### config.mk
export PLATFORM = sky130hd
export DESIGN_NAME = memory_access
export DESIGN_NICKNAME = d
export VERILOG_FILES = /design/src/rtl/mem_pkg.sv /design/src/rtl/memory_access_load_align.sv /design/src/rtl/memory_access.sv
export SDC_FILE = /design/constraint.sdc
export NUM_CORES = 1
export LEC_CHECK = 0
export CORE_MARGIN = 3
export CORE_UTILIZATION = 46
export DETAILED_ROUTE_END_ITERATION = 8
export GPL_TIMING_DRIVEN = 1
export HOLD_SLACK_MARGIN = 0.12
export PLACE_DENSITY_LB_ADDON = 0.25
export SYNTH_ARGS = -nofsm -noshare
export SYNTH_HDL_FRONTEND = slang
export SYNTH_SLANG_ARGS = --single-unit
### constraint.sdc
create_clock -name clk -period 2.3 [get_ports clk]
set_clock_uncertainty 0.05 [all_clocks]
set_input_delay 0.23 -clock clk [delete_from_list [all_inputs] [get_ports clk]]
set_output_delay 0.23 -clock clk [all_outputs]
set_load 0.01 [all_outputs]
### src/rtl/mem_pkg.sv
// Shared constants and helpers for the memory-access stage: funct3 encodings,
// FSM state encoding and the load/store legality check.
package mem_pkg;

    localparam logic [2:0] F3_B  = 3'b000;
    localparam logic [2:0] F3_H  = 3'b001;
    localparam logic [2:0] F3_W  = 3'b010;
    localparam logic [2:0] F3_BU = 3'b100;
    localparam logic [2:0] F3_HU = 3'b101;

    typedef logic [0:0] state_t;
    localparam state_t IDLE   = 1'b0;
    localparam state_t ACCESS = 1'b1;

    // True when a memory op is well-formed and naturally aligned.
    function automatic logic mem_legal(input logic       rd,
                                       input logic       wr,
                                       input logic [2:0] f3,
                                       input logic [1:0] off);
        logic ok;
        ok = 1'b0;
        if (rd && wr) begin
            ok = 1'b0;
        end else if (rd) begin
            case (f3)
                F3_B, F3_BU: ok = 1'b1;
                F3_H, F3_HU: ok = ~off[0];
                F3_W:        ok = (off == 2'b00);
                default:     ok = 1'b0;
            endcase
        end else if (wr) begin
            case (f3)
                F3_B:    ok = 1'b1;
                F3_H:    ok = ~off[0];
                F3_W:    ok = (off == 2'b00);
                default: ok = 1'b0;
            endcase
        end
        return ok;
    endfunction

endpackage

### src/rtl/memory_access_load_align.sv
// Picks the addressed byte/half/word out of a read word and sign- or
// zero-extends it according to funct3.
module load_align
    import mem_pkg::*;
(
    input  logic [31:0] rdata_i,
    input  logic [1:0]  addr_i,
    input  logic [2:0]  funct3_i,
    output logic [31:0] data_o
);

    logic [7:0]  byte_v;
    logic [15:0] half_v;

    always_comb begin
        byte_v = rdata_i[{addr_i, 3'b000} +: 8];
        half_v = rdata_i[{addr_i[1], 4'b0000} +: 16];
        case (funct3_i)
            F3_B:    data_o = {{24{byte_v[7]}}, byte_v};
            F3_H:    data_o = {{16{half_v[15]}}, half_v};
            F3_BU:   data_o = {24'h0, byte_v};
            F3_HU:   data_o = {16'h0, half_v};
            default: data_o = rdata_i;
        endcase
    end

endmodule

### src/rtl/memory_access.sv
// Memory-access pipeline stage: issues loads/stores on a request/ack data-memory
// port, stalls upstream while busy and registers the writeback bundle.
module memory_access
    import mem_pkg::*;
#(
    parameter int unsigned ADDR_W = 32,
    parameter int unsigned XLEN   = 32
) (
    input  logic              clk,
    input  logic              rst_n,
    input  logic              ex_valid,
    input  logic [XLEN-1:0]   alu_result,
    input  logic [XLEN-1:0]   store_data,
    input  logic              mem_read,
    input  logic              mem_write,
    input  logic [2:0]        funct3,
    input  logic              w_reg_in,
    input  logic [4:0]        dst_addr_in,
    input  logic [XLEN-1:0]   next_pc_in,
    output logic              stall,
    output logic              dmem_req,
    output logic              dmem_we,
    output logic [ADDR_W-1:0] dmem_addr,
    output logic [3:0]        dmem_be,
    output logic [XLEN-1:0]   dmem_wdata,
    input  logic [XLEN-1:0]   dmem_rdata,
    input  logic              dmem_ack,
    output logic              w_reg,
    output logic [XLEN-1:0]   rd_data,
    output logic [4:0]        dst_addr,
    output logic [XLEN-1:0]   next_pcD,
    output logic              mem_fault
);

    state_t              state_q, state_d;
    logic                req_q, req_d;
    logic                we_q, we_d;
    logic [ADDR_W-1:0]   addr_q, addr_d;
    logic [3:0]          be_q, be_d;
    logic [XLEN-1:0]     wdata_q, wdata_d;
    logic                w_reg_q, w_reg_d;
    logic [XLEN-1:0]     rd_data_q, rd_data_d;
    logic [4:0]          dst_q, dst_d;
    logic [XLEN-1:0]     npc_q, npc_d;
    logic                fault_q, fault_d;

    // Instruction context held across the access.
    logic [1:0]          off_q, off_d;
    logic [2:0]          f3_q, f3_d;
    logic                wlat_q, wlat_d;
    logic [4:0]          dlat_q, dlat_d;
    logic [XLEN-1:0]     plat_q, plat_d;

    logic                mem_op, legal, start;
    logic [XLEN-1:0]     load_val;

    load_align u_load_align (
        .rdata_i  (dmem_rdata),
        .addr_i   (off_q),
        .funct3_i (f3_q),
        .data_o   (load_val)
    );

    always_comb begin
        mem_op = mem_read | mem_write;
        legal  = mem_legal(mem_read, mem_write, funct3, alu_result[1:0]);
        start  = (state_q == IDLE) & ex_valid & mem_op & legal;
        stall  = (state_q == ACCESS) | start;
    end

    always_comb begin
        state_d   = state_q;
        req_d     = req_q;
        we_d      = we_q;
        addr_d    = addr_q;
        be_d      = be_q;
        wdata_d   = wdata_q;
        w_reg_d   = 1'b0;
        rd_data_d = rd_data_q;
        dst_d     = dst_q;
        npc_d     = npc_q;
        fault_d   = 1'b0;
        off_d     = off_q;
        f3_d      = f3_q;
        wlat_d    = wlat_q;
        dlat_d    = dlat_q;
        plat_d    = plat_q;

        case (state_q)
            IDLE: begin
                if (ex_valid && !mem_op) begin
                    w_reg_d   = w_reg_in;
                    rd_data_d = alu_result;
                    dst_d     = dst_addr_in;
                    npc_d     = next_pc_in;
                end else if (start) begin
                    state_d = ACCESS;
                    req_d   = 1'b1;
                    we_d    = mem_write;
                    addr_d  = {alu_result[ADDR_W-1:2], 2'b00};
                    off_d   = alu_result[1:0];
                    f3_d    = funct3;
                    wlat_d  = w_reg_in;
                    dlat_d  = dst_addr_in;
                    plat_d  = next_pc_in;
                    if (mem_write) begin
                        case (funct3)
                            F3_B: begin
                                be_d    = 4'b0001 << alu_result[1:0];
                                wdata_d = {4{store_data[7:0]}};
                            end
                            F3_H: begin
                                be_d    = 4'b0011 << alu_result[1:0];
                                wdata_d = {2{store_data[15:0]}};
                            end
                            default: begin
                                be_d    = 4'b1111;
                                wdata_d = store_data;
                            end
                        endcase
                    end else begin
                        be_d    = 4'b1111;
                        wdata_d = '0;
                    end
                end else if (ex_valid) begin
                    fault_d = 1'b1;
                end
            end
            default: begin
                if (dmem_ack) begin
                    state_d   = IDLE;
                    req_d     = 1'b0;
                    rd_data_d = we_q ? '0 : load_val;
                    w_reg_d   = wlat_q & ~we_q;
                    dst_d     = dlat_q;
                    npc_d     = plat_q;
                end
            end
        endcase
    end

    always_ff @(posedge clk or negedge rst_n) begin
        if (!rst_n) begin
            state_q   <= IDLE;
            req_q     <= 1'b0;
            we_q      <= 1'b0;
            addr_q    <= '0;
            be_q      <= '0;
            wdata_q   <= '0;
            w_reg_q   <= 1'b0;
            rd_data_q <= '0;
            dst_q     <= '0;
            npc_q     <= '0;
            fault_q   <= 1'b0;
            off_q     <= '0;
            f3_q      <= '0;
            wlat_q    <= 1'b0;
            dlat_q    <= '0;
            plat_q    <= '0;
        end else begin
            state_q   <= state_d;
            req_q     <= req_d;
            we_q      <= we_d;
            addr_q    <= addr_d;
            be_q      <= be_d;
            wdata_q   <= wdata_d;
            w_reg_q   <= w_reg_d;
            rd_data_q <= rd_data_d;
            dst_q     <= dst_d;
            npc_q     <= npc_d;
            fault_q   <= fault_d;
            off_q     <= off_d;
            f3_q      <= f3_d;
            wlat_q    <= wlat_d;
            dlat_q    <= dlat_d;
            plat_q    <= plat_d;
        end
    end

    assign dmem_req   = req_q;
    assign dmem_we    = we_q;
    assign dmem_addr  = addr_q;
    assign dmem_be    = be_q;
    assign dmem_wdata = wdata_q;
    assign w_reg      = w_reg_q;
    assign rd_data    = rd_data_q;
    assign dst_addr   = dst_q;
    assign next_pcD   = npc_q;
    assign mem_fault  = fault_q;

endmodule

---- After elaboration in Yosys (flattened, before gate mapping) ----
Cells that the tools add are included.
word-level totals
  bits in registers ....................... 183
  input port bits ......................... 143
  word-level logic and storage cells ...... 87
operators by class
  muxes and demuxes ....................... 35
  shift-type cells ........................ 4
  bitwise gates (word level) .............. 10
  eq/ne operators ......................... 9
  reductions and logical operators ........ 13
operator list
  cell                 number
  $mux 32              8
  $pmux 32 s4          1
  $pmux 32 s2          1
  $shiftx 32x6->16     1
  $shiftx 32x6->8      1
  $mux 1               18
  $mux 5               3
  $eq 3x3->1 const B   4
  $pmux 4 s2           1
  $eq 3x1->1 const B   2
  $logic_not 3->1      2
  $pmux 1 s3           2
  $reduce_and 3->1     2
  $and 1x1->1          4
  $mux 4               1
  $ne 2x2->1 const B   2
  $not 1->1            4
  $reduce_bool 2->1    2
  $reduce_or 2->1      2
  $shl 1x2->4 const A  1
  $shl 2x2->4 const A  1
  $eq 3x2->1 const B   1
  $logic_and 1x1->1    2
  $logic_not 2->1      1
  3 further kinds      4

---- Depth between registers and ports, before layout ----
Gate-level depths: netlist of run 1.
  word-level depth ........................ 9
  mapped depth ............................ 7
  mapped depth without buffers ............ 4

---- Hierarchy ----
Synthesis of run 1 repeated with hierarchy kept, for this count alone.
second synthesis, totals
  cell total of the unflattened synthesis .. 748
  area total of the unflattened synthesis .. 8,956.1 um2
modules (own cells, without submodules)
  module         cells an instance  seq. area each (um2)  instances  area each (um2)
  memory_access  630                4,579.4               1          8,161.6
  load_align     118                0.0                   1          794.5

---- Least setup slack after synthesis of run 1 ----
No wires, ideal clock.
  path type ............................... input -> register
  start point ............................. input port funct3[0]
  end point ............................... register off_q[0]
  path slack .............................. 437 ps
  arrival ................................. 1,686 ps
  required time ........................... 2,122 ps
  stages on the path ...................... 7
  path through ............................ buf_2 > nor4_1 > nor2_1 > nor3_2 > buf_4 > buf_6 > mux2_1
between the ends
  cells in the longest elaborated chain, start to end .. 7
RTL lines
  element                                               line                          RTL
  from (decl)                                           memory_access.sv:16           input logic [2:0] funct3,
  $eq 3x2->1, or another cell as far along              mem_pkg.sv:25, mem_pkg.sv:32
  $pmux 1 s3 / $reduce_or 2->1 (equally long branches)  mem_pkg.sv:32, mem_pkg.sv:25
  $mux 1 / $pmux 1 s3 (equally long branches)           mem_pkg.sv:31, mem_pkg.sv:25
  $mux 1 (*)                                            mem_pkg.sv:24                 end else if (rd) begin
  $mux 1 (*)                                            mem_pkg.sv:22                 if (rd && wr) begin
  $and 1x1->1 (*)                                       memory_access.sv:67           start = (state_q == IDLE) & ex_valid & mem_op & legal;
  $reduce_and 3->1 (no line) (*)                        n/a
  to (signal assigned)                                  memory_access.sv:155          off_q <= '0;
  to (signal assigned)                                  memory_access.sv:172          off_q <= off_d;
  to (decl)                                             memory_access.sv:48           logic [1:0] off_q, off_d;
Mark *: on every way between the ends. The rest lies on a longest branch, timed or not.
A chain may end at the register's enable or synchronous reset.

---- Worst setup path after layout of run 1 ----
  start point ............................. input port alu_result[0]
  end point ............................... output port stall
between the ends
  cells in the longest elaborated chain, start to end .. 7
RTL lines
  element                                              line                 RTL
  from (decl)                                          memory_access.sv:12  input logic [XLEN-1:0] alu_result,
  $logic_not 2->1 / $not 1->1 (equally long branches)  n/a
  $pmux 1 s3                                           mem_pkg.sv:32        case (f3)
  $mux 1                                               mem_pkg.sv:31        end else if (wr) begin
  $mux 1 (*)                                           mem_pkg.sv:24
  $mux 1 (*)                                           mem_pkg.sv:22
  $and 1x1->1 (*)                                      memory_access.sv:67
  $or 1x1->1 (*)                                       memory_access.sv:68  stall = (state_q == ACCESS) | start;
  to (decl)                                            memory_access.sv:20  output logic stall,
Marks and branches as above.

==> summary.txt, run 1 <==
Clock tree
  – CTS tree: yes
  – Worst-Skew Late Latency: 430 ps
  – TritonCTS Sinks: 183
  – Cts bufs inserted: 17
  – Clk buf depth: 2
  – H-tree depth: 4
  – Root Buffer: clkbuf_16
  – Clk slew on worst S/H paths: 70 ps

Layout
  – Area grow syn2layout: 44.91%
  – Fin area: 0.01229 sq mm
  – Final net count: around 1200
  – Layout cell share with drive strength beyond 1: 0.1215
  – Fillers: around 1400
  – Fin util: 0.6818
  – Ant diodes: 0

Timing
  – Hold Worst Slack: just over 300 ps
  – Measured slew at the worst slew-check pin: 918.7 ps
  – Final Max Tran Viols: 0
  – Final hold vios: 0
  – Tcrit/Tclk final: 0.9346
  – Final Setup Violations: 0
  – Fin crit period: 2150 ps
  – Max_slew headroom: 0.3853
  – RSZ-0062 raised after global routing: false
  – Max Fclk: approximately 0.47 GHz

Floorplan
  – Chip Width: 141.8 um
  – Die Ht: around 140 um
  – Core outline area: between 0.015 and 0.02 sq mm
  – Initial core utilization: 0.4705
  – Number of cell rows: just under 50
  – Die ar.: 0.02010 sq mm
  – Ports: 285

Power
  – Power Density: just over 900 mW/mm^2
  – Sequential share of power: 0.413
  – Switching Share: 0.3127
  – Comb pwr share: 0.347
  – Clock share of power: 0.240
  – Max IR drop VDD: 0.5756 mV
  – Sw Pwr: ~0.0035 W
  – Lkg Pwr: a little over 5 nW
  – Internal power: roughly 0.0078 W

Synth
  – Flops & latches, synth: ~180
  – Synth top area cells: dfrtp_1 (54%), mux2i_1 (9.4%), mux2_2 (5.8%)
  – Post-synth EDFFs: 0
  – Synthesized cell area: 0.008481 sq mm
  – Ys flop type: dfrtp_1
  – Asr flop ratio synth: 1.000
  – Post-synthesis sequential area ratio: 0.5400
  – Synth Instances: 765
  – Share of Yosys cell area claimed by the top area cell type: 0.5400
  – Synth Warn #: 0
  – Synth Area per Inst: 11.09 sq um
  – Post-synthesis cell type count: 43
  – Synth area leader: dfrtp_1

Route
  – Vias per inst: 5.347
  – Residual DRC count: 0
  – DR pass1 iterations: 5
  – Drt initial violations: roughly 400
  – Via count: 6903
  – Drt total wl: about 24000 um
  – DR WL/cell: 18.78 um
  – Final ANT Viol Nets: 0

Critical path
  – Worst Path Required: 2020 ps
  – Worst path max stage delay: about 540 ps
  – CP max FO: 3
  – Crit-path cells: clkdlybuf4s50_1 > buf_4 > a21oi_2 > nor2_2 > nor3_4 > or2_2 > dlygate4sd2_1
  – Crit. End Element: primary output
  – CP Launch Type: input pin
  – Reg-to-reg setup timing slack: roughly 260 ps
  – CP startpoint: alu_result[0]
  – Crit path arrival time: about 1900 ps
  – Setup CP Type: input pin to primary output
  – R2R Path Start: off_q[1]
  – Slowest stage cell, crit path: clkdlybuf4s50_1

Place
  – I/O Buffers: about 280
  – DP Area: approximately 0.012 sq mm
  – GP Congestion: around 0.9
  – Post-DP HPWL: roughly 18000 um

GRT
  – Largest net degree at the start of global routing: between 60 and 70
  – Initial antenna violation count: 1
  – Vias in the first global route: a little under 7000
  – GRT Overall Usage: 0.2391
  – First-pass GRT wire length: around 38000 um
  – GRT Residual Overflow: 0

Hold path
  – Hold Path Class: input pin to asynchronous set/reset pin

Run
  – Max_cap viols: 0

Run status
  – Outcome: finished clean
stage by stage:
step / setup slack, ps / power [W] / instances / TNS, ps
5_1_grt: 89.66 / 0.01190 / 1291 / 0
4_1_cts: 74.25 / 0.01137 / 1291 / 0
6_report: 150.4 / 0.01129 / 1291 / 0
2_1_floorplan: 436.6 / 0.006333 / 766 / 0
3_3_place_gp: -144.4 / 0.008510 / 1260 / -8569
3_5_place_dp: -222.3 / 0.008624 / 1260 / -17350
synthesized netlist by cell type, types with 3 or more instances:
library cell	instances
inv_1	27
a21boi_0	16
mux2i_1	80
nor2b_1	9
a21o_1	3
buf_2	14
o2111ai_1	5
o22ai_1	18
o311ai_0	8
a21oi_1	49
mux2_2	44
mux2_1	43
clkbuf_1	30
buf_1	3
o21ai_0	58
o211ai_1	3
buf_6	5
or3_1	3
buf_4	5
nand3_1	10
dfrtp_1	183
nand2b_1	3
nor2_1	46
nand2_1	77
logic make-up after synthesis:
| family | synth area share |
|---|---|
| DFF | 0.5400 |
| AOI/OAI and AO/OA | 0.1230 |
| muxes | 0.2126 |
| and+or+nand+nor | 0.07805 |
| buffers and inverters | 0.04588 |
| other | 0.0004422 |
power groups by stage:
stage | sequential, W | clock [W] | combinational (W)
2_1_floorplan | 0.00495 | 0 | 0.00138
3_3_place_gp | 0.00466 | 0 | 0.00385
3_5_place_dp | 0.00471 | 0 | 0.00392
4_1_cts | 0.00466 | 0.00276 | 0.00395
5_1_grt | 0.00477 | 0.00290 | 0.00423
6_report | 0.00466 | 0.00271 | 0.00392
final timing paths:
path                            endpoint  cells after the start
setup / recovery                   stall                      7
hold / removal              next_pcD[12]                      2
setup reg to reg             rd_data[15]                      5
hold reg to reg              dst_addr[0]                      2
max in group asynchronous     plat_q[31]                      3
min in group clk           dmem_wdata[3]                      3
routing by layer:
metal	routed length, um	global-route usage	vias up	part of all wire
li1	-	-	3253	-
met1	10510	0.3238	3361	0.43
met2	11600	0.3759	239	0.48
met3	1403	0.05629	48	0.058
met4	714	0.08990	2	0.029
met5	13	0	-	0.00054
cell type report:
type	instances	area, sq um	share of cell area
clock inverters	12	93.84	0.007636
multi-input cells	499	3567	0.2903
inverters	27	101.3	0.008247
clock buffers	18	439.2	0.03574
flip-flops and latches	183	4581	0.3727
well taps	229	286.5	0.02331
repair buffers	323	3221	0.2621
cells in the final DEF (no fill, tap or decap), drive strengths merged, types with 2 or more instances in the layout:
cell type,count
clkbuf,19
clkinvlp,2
buf,40
o2111ai,5
nand3,10
mux2,87
nor3,2
o21bai,2
nor2b,9
a21oi,49
o22ai,18
nor3b,2
o211ai,3
a21boi,16
dfrtp,183
a221o,2
nand2b,3
nand2,77
clkdlybuf4s50,278
clkinv,5
nor2,46
mux2i,80
inv,32
a21o,3
or2,2
o311ai,8
conb,2
or3,3
dlygate4sd2,3
o21ai,58
worst max-delay path, delay by kind of cell:
family / cells / cell delay (ps)
compound gates: 1 / 60
buf+inv: 3 / 980
simple gates: 3 / 580
what timing repair did:
action                                  in CTS  in global routing
gates resized for setup                      9                  1
setup buffers                                0                  0
endpoints found under the hold margin       60                  0
hold buffers                                 1                  0
endpoints found under the setup margin       1                 16
No activity file was read; power rests on OpenSTA's default activity.
==> run 2, diff against run 1 <==
--- a/config.mk
+++ b/config.mk
@@ -11,6 +11,7 @@
 export GPL_TIMING_DRIVEN = 1
 export HOLD_SLACK_MARGIN = 0.12
 export PLACE_DENSITY_LB_ADDON = 0.25
+export SLEW_MARGIN = 30
 export SYNTH_ARGS = -nofsm -noshare
 export SYNTH_HDL_FRONTEND = slang
 export SYNTH_SLANG_ARGS = --single-unit
==> run 2 against run 1 <==
  * Combinational power hardly changed
  * Critical endpoint is now rd_data[13]
  * Global-route usage up 0.081 points
  * Core utilization grew 0.47 points
==> summary.txt, run 2 (same netlist as run 1, synthesis figures left out) <==
Floorplan
  – Die ar.: 0.02010 sq mm (unchanged)
  – Number of cell rows: 49 (unchanged)
  – Core outline area: 0.01802 sq mm (unchanged)
  – Chip Width: 141.8 um (unchanged)
  – Initial core utilization: 0.4705 (unchanged)
  – Die Ht: 141.8 um (unchanged)
  – Ports: 285 (unchanged)

Power
  – Comb pwr share: 0.340 (-0.007)
  – Clock share of power: 0.258 (+0.018)
  – Switching Share: 0.3150 (+0.002281)
  – Sw Pwr: 0.003642 W (+3.1%)
  – Max IR drop VDD: 0.5914 mV (+2.7%)
  – Sequential share of power: 0.402 (-0.011)
  – Lkg Pwr: 5.176 nW (+1.1%)
  – Power Density: 934.2 mW/mm^2 (+1.7%)
  – Internal power: 0.007919 W (+2.1%)

Place
  – DP Area: 0.01172 sq mm (about the same)
  – Post-place setup slack: -217.1 ps (+5.149 ps)
  – Post-DP HPWL: 17770 um (+0.31%)
  – I/O Buffers: 282 (unchanged)
  – Placed cell count: 1260 (unchanged)
  – GP Congestion: 0.8857 (unchanged)

Run
  – Max_cap viols: 0 (unchanged)

GRT
  – Largest net degree at the start of global routing: 65 (unchanged)
  – First-pass GRT wire length: 38120 um (+0.14%)
  – GRT Residual Overflow: 0 (unchanged)
  – GRT Overall Usage: 0.2399 (+0.0008091)
  – Initial antenna violation count: 1 (unchanged)
  – Vias in the first global route: 7069 (+1.6%)

Hold path
  – Hold Path Class: input pin to flip-flop

Critical path
  – Crit path arrival time: 2280 ps (+410 ps)
  – CP Launch Type: flip-flop
  – Setup CP Type: flip-flop to flip-flop
  – Worst Path Required: 2540 ps (+520 ps)
  – CP max FO: 15 (+12)
  – Crit. End Element: flip-flop

Route
  – Residual DRC count: 0 (unchanged)
  – Via count: 6959 (+0.81%)
  – Vias per inst: 5.378 (+0.58%)
  – DR WL/cell: 18.91 um (+0.67%)
  – Drt initial violations: 478 (+16%)
  – Drt total wl: 24470 um (+0.90%)
  – DR pass1 iterations: 5 (unchanged)
  – Final ANT Viol Nets: 0 (unchanged)

Clock tree
  – Clk slew on worst S/H paths: 70 ps (about the same)
  – Clk buf depth: 2 (unchanged)
  – H-tree depth: 4 (unchanged)
  – Worst-Skew Late Latency: 440 ps (about the same)
  – Root Buffer: clkbuf_16
  – Cts bufs inserted: 17 (unchanged)
  – CTS tree: yes
  – TritonCTS Sinks: 183 (unchanged)

Timing
  – RSZ-0062 raised after global routing: false
  – Max_slew headroom: 0.3895 (+0.004181)
  – Max Fclk: 0.4914 GHz (+5.6%)
  – Setup_tns: 0 ps (unchanged)
  – Slack of the critical path: 264.9 ps (+114.5 ps)
  – Final Setup Violations: 0 (unchanged)
  – Final hold vios: 0 (unchanged)
  – Measured slew at the worst slew-check pin: 912.4 ps (-6.248 ps)
  – Fin crit period: 2035 ps (-114.5 ps)
  – Tcrit/Tclk final: 0.8848 (-0.04978)
  – Final Max Tran Viols: 0 (unchanged)

Run status
  – Outcome: finished clean

Layout
  – Fin util: 0.6865 (+0.004721)
  – Commonest non-fill, non-tap cell in the layout: clkdlybuf4s50_1
  – Commonest non-fill, non-tap cells in the layout: clkdlybuf4s50_1 (277), dfrtp_1 (182), mux2i_1 (80)
  – Area grow syn2layout: 45.91%
  – Layout Cells excl Fill: 1294 (+0.23%)
  – Final net count: 1195 (+0.084%)
  – Ant diodes: 0 (unchanged)
  – Layout cell share with drive strength beyond 1: 0.1239 (+0.002475)
  – Fillers: 1396 (-1.2%)
  – Fin area: 0.01237 sq mm (+0.69%)
## run 2: changes by cell type in the layout (fill, tap and decap cells not counted), sizes merged
cell / delta
clkdlybuf4s50: -1
clkinv: -1
dlygate4sd2: -1
inv: +2
bufinv: +1
dlymetal6s2s: +2
buf: +1
## run 2: metal layers
metal,vias up,part of all wire,GRT usage
met5,-,0.00053,0
met3,46,0.066,0.06404
met4,2,0.028,0.08434
met2,245,0.48,0.3722
met1,3405,0.43,0.3269
li1,3261,-,-
## run 2: worst paths after layout
check	startpoint	to	slack (ps)	cells after the start
setup / recovery	off_q[1]	rd_data[13]	260	5
hold / removal	funct3[1]	f3_q[1]	250	3
setup reg to reg	off_q[1]	rd_data[13]	260	5
hold reg to reg	dst_addr[0]	dst_addr[0]	430	2
max in group asynchronous	rst_n	plat_q[31]	1190	3
min in group asynchronous	rst_n	next_pcD[12]	290	2
## run 2: area by class of cell
type | count | area, sq um | area share
well taps | 229 | 286.5 | 0.02315
inverters | 27 | 101.3 | 0.008190
multi-input cells | 499 | 3575 | 0.2889
clock buffers | 18 | 439.2 | 0.03549
flip-flops and latches | 183 | 4581 | 0.3702
repair buffers | 324 | 3234 | 0.2614
clock inverters | 14 | 157.7 | 0.01274
## run 2: worst max-delay path, cell delays in order (launching register included)
cell and delay, ps:
dfrtp_1 420, buf_4 270, mux4_2 520, a21o_1 300, nor2_1 180, o311ai_0 140
## run 2: power groups by stage
stage | logic [W] | clock network [W] | registers (W)
finish | 0.00393 | 0.00298 | 0.00465
global route | 0.00423 | 0.00317 | 0.00476
CTS | 0.00396 | 0.00303 | 0.00465
detailed placement | 0.00393 | 0 | 0.00470
global placement | 0.00385 | 0 | 0.00466
floorplan | 0.00138 | 0 | 0.00495
## run 2: per-stage QoR
| step | power [W] | hold slack, ps |
|---|---|---|
| after floorplan | 0.006333 | -115.6 |
| after global placement | 0.008510 | 213.2 |
| after detailed placement | 0.008631 | 212.4 |
| after CTS | 0.01164 | 310.1 |
| after global routing | 0.01216 | 248.4 |
| final | 0.01156 | 250.1 |
## run 2: what timing repair did
item | 4_1_cts | 5_1_grt
hold buffers | 1 | 0
pin swaps | 2 | 2
endpoints found under the setup margin | 1 | 1
hold endpoints to repair | 60 | 0
buffers inserted | 1 | 0
gates resized for setup | 9 | 3
==> run 3, diff against run 2 <==
--- a/config.mk
+++ b/config.mk
@@ -7,6 +7,7 @@
 export LEC_CHECK = 0
 export CORE_MARGIN = 3
 export CORE_UTILIZATION = 46
+export CTS_CLUSTER_DIAMETER = 80
 export DETAILED_ROUTE_END_ITERATION = 8
 export GPL_TIMING_DRIVEN = 1
 export HOLD_SLACK_MARGIN = 0.12
==> results of run 3 <==
Final layout, timing and power as in run 2 (identical DEF).
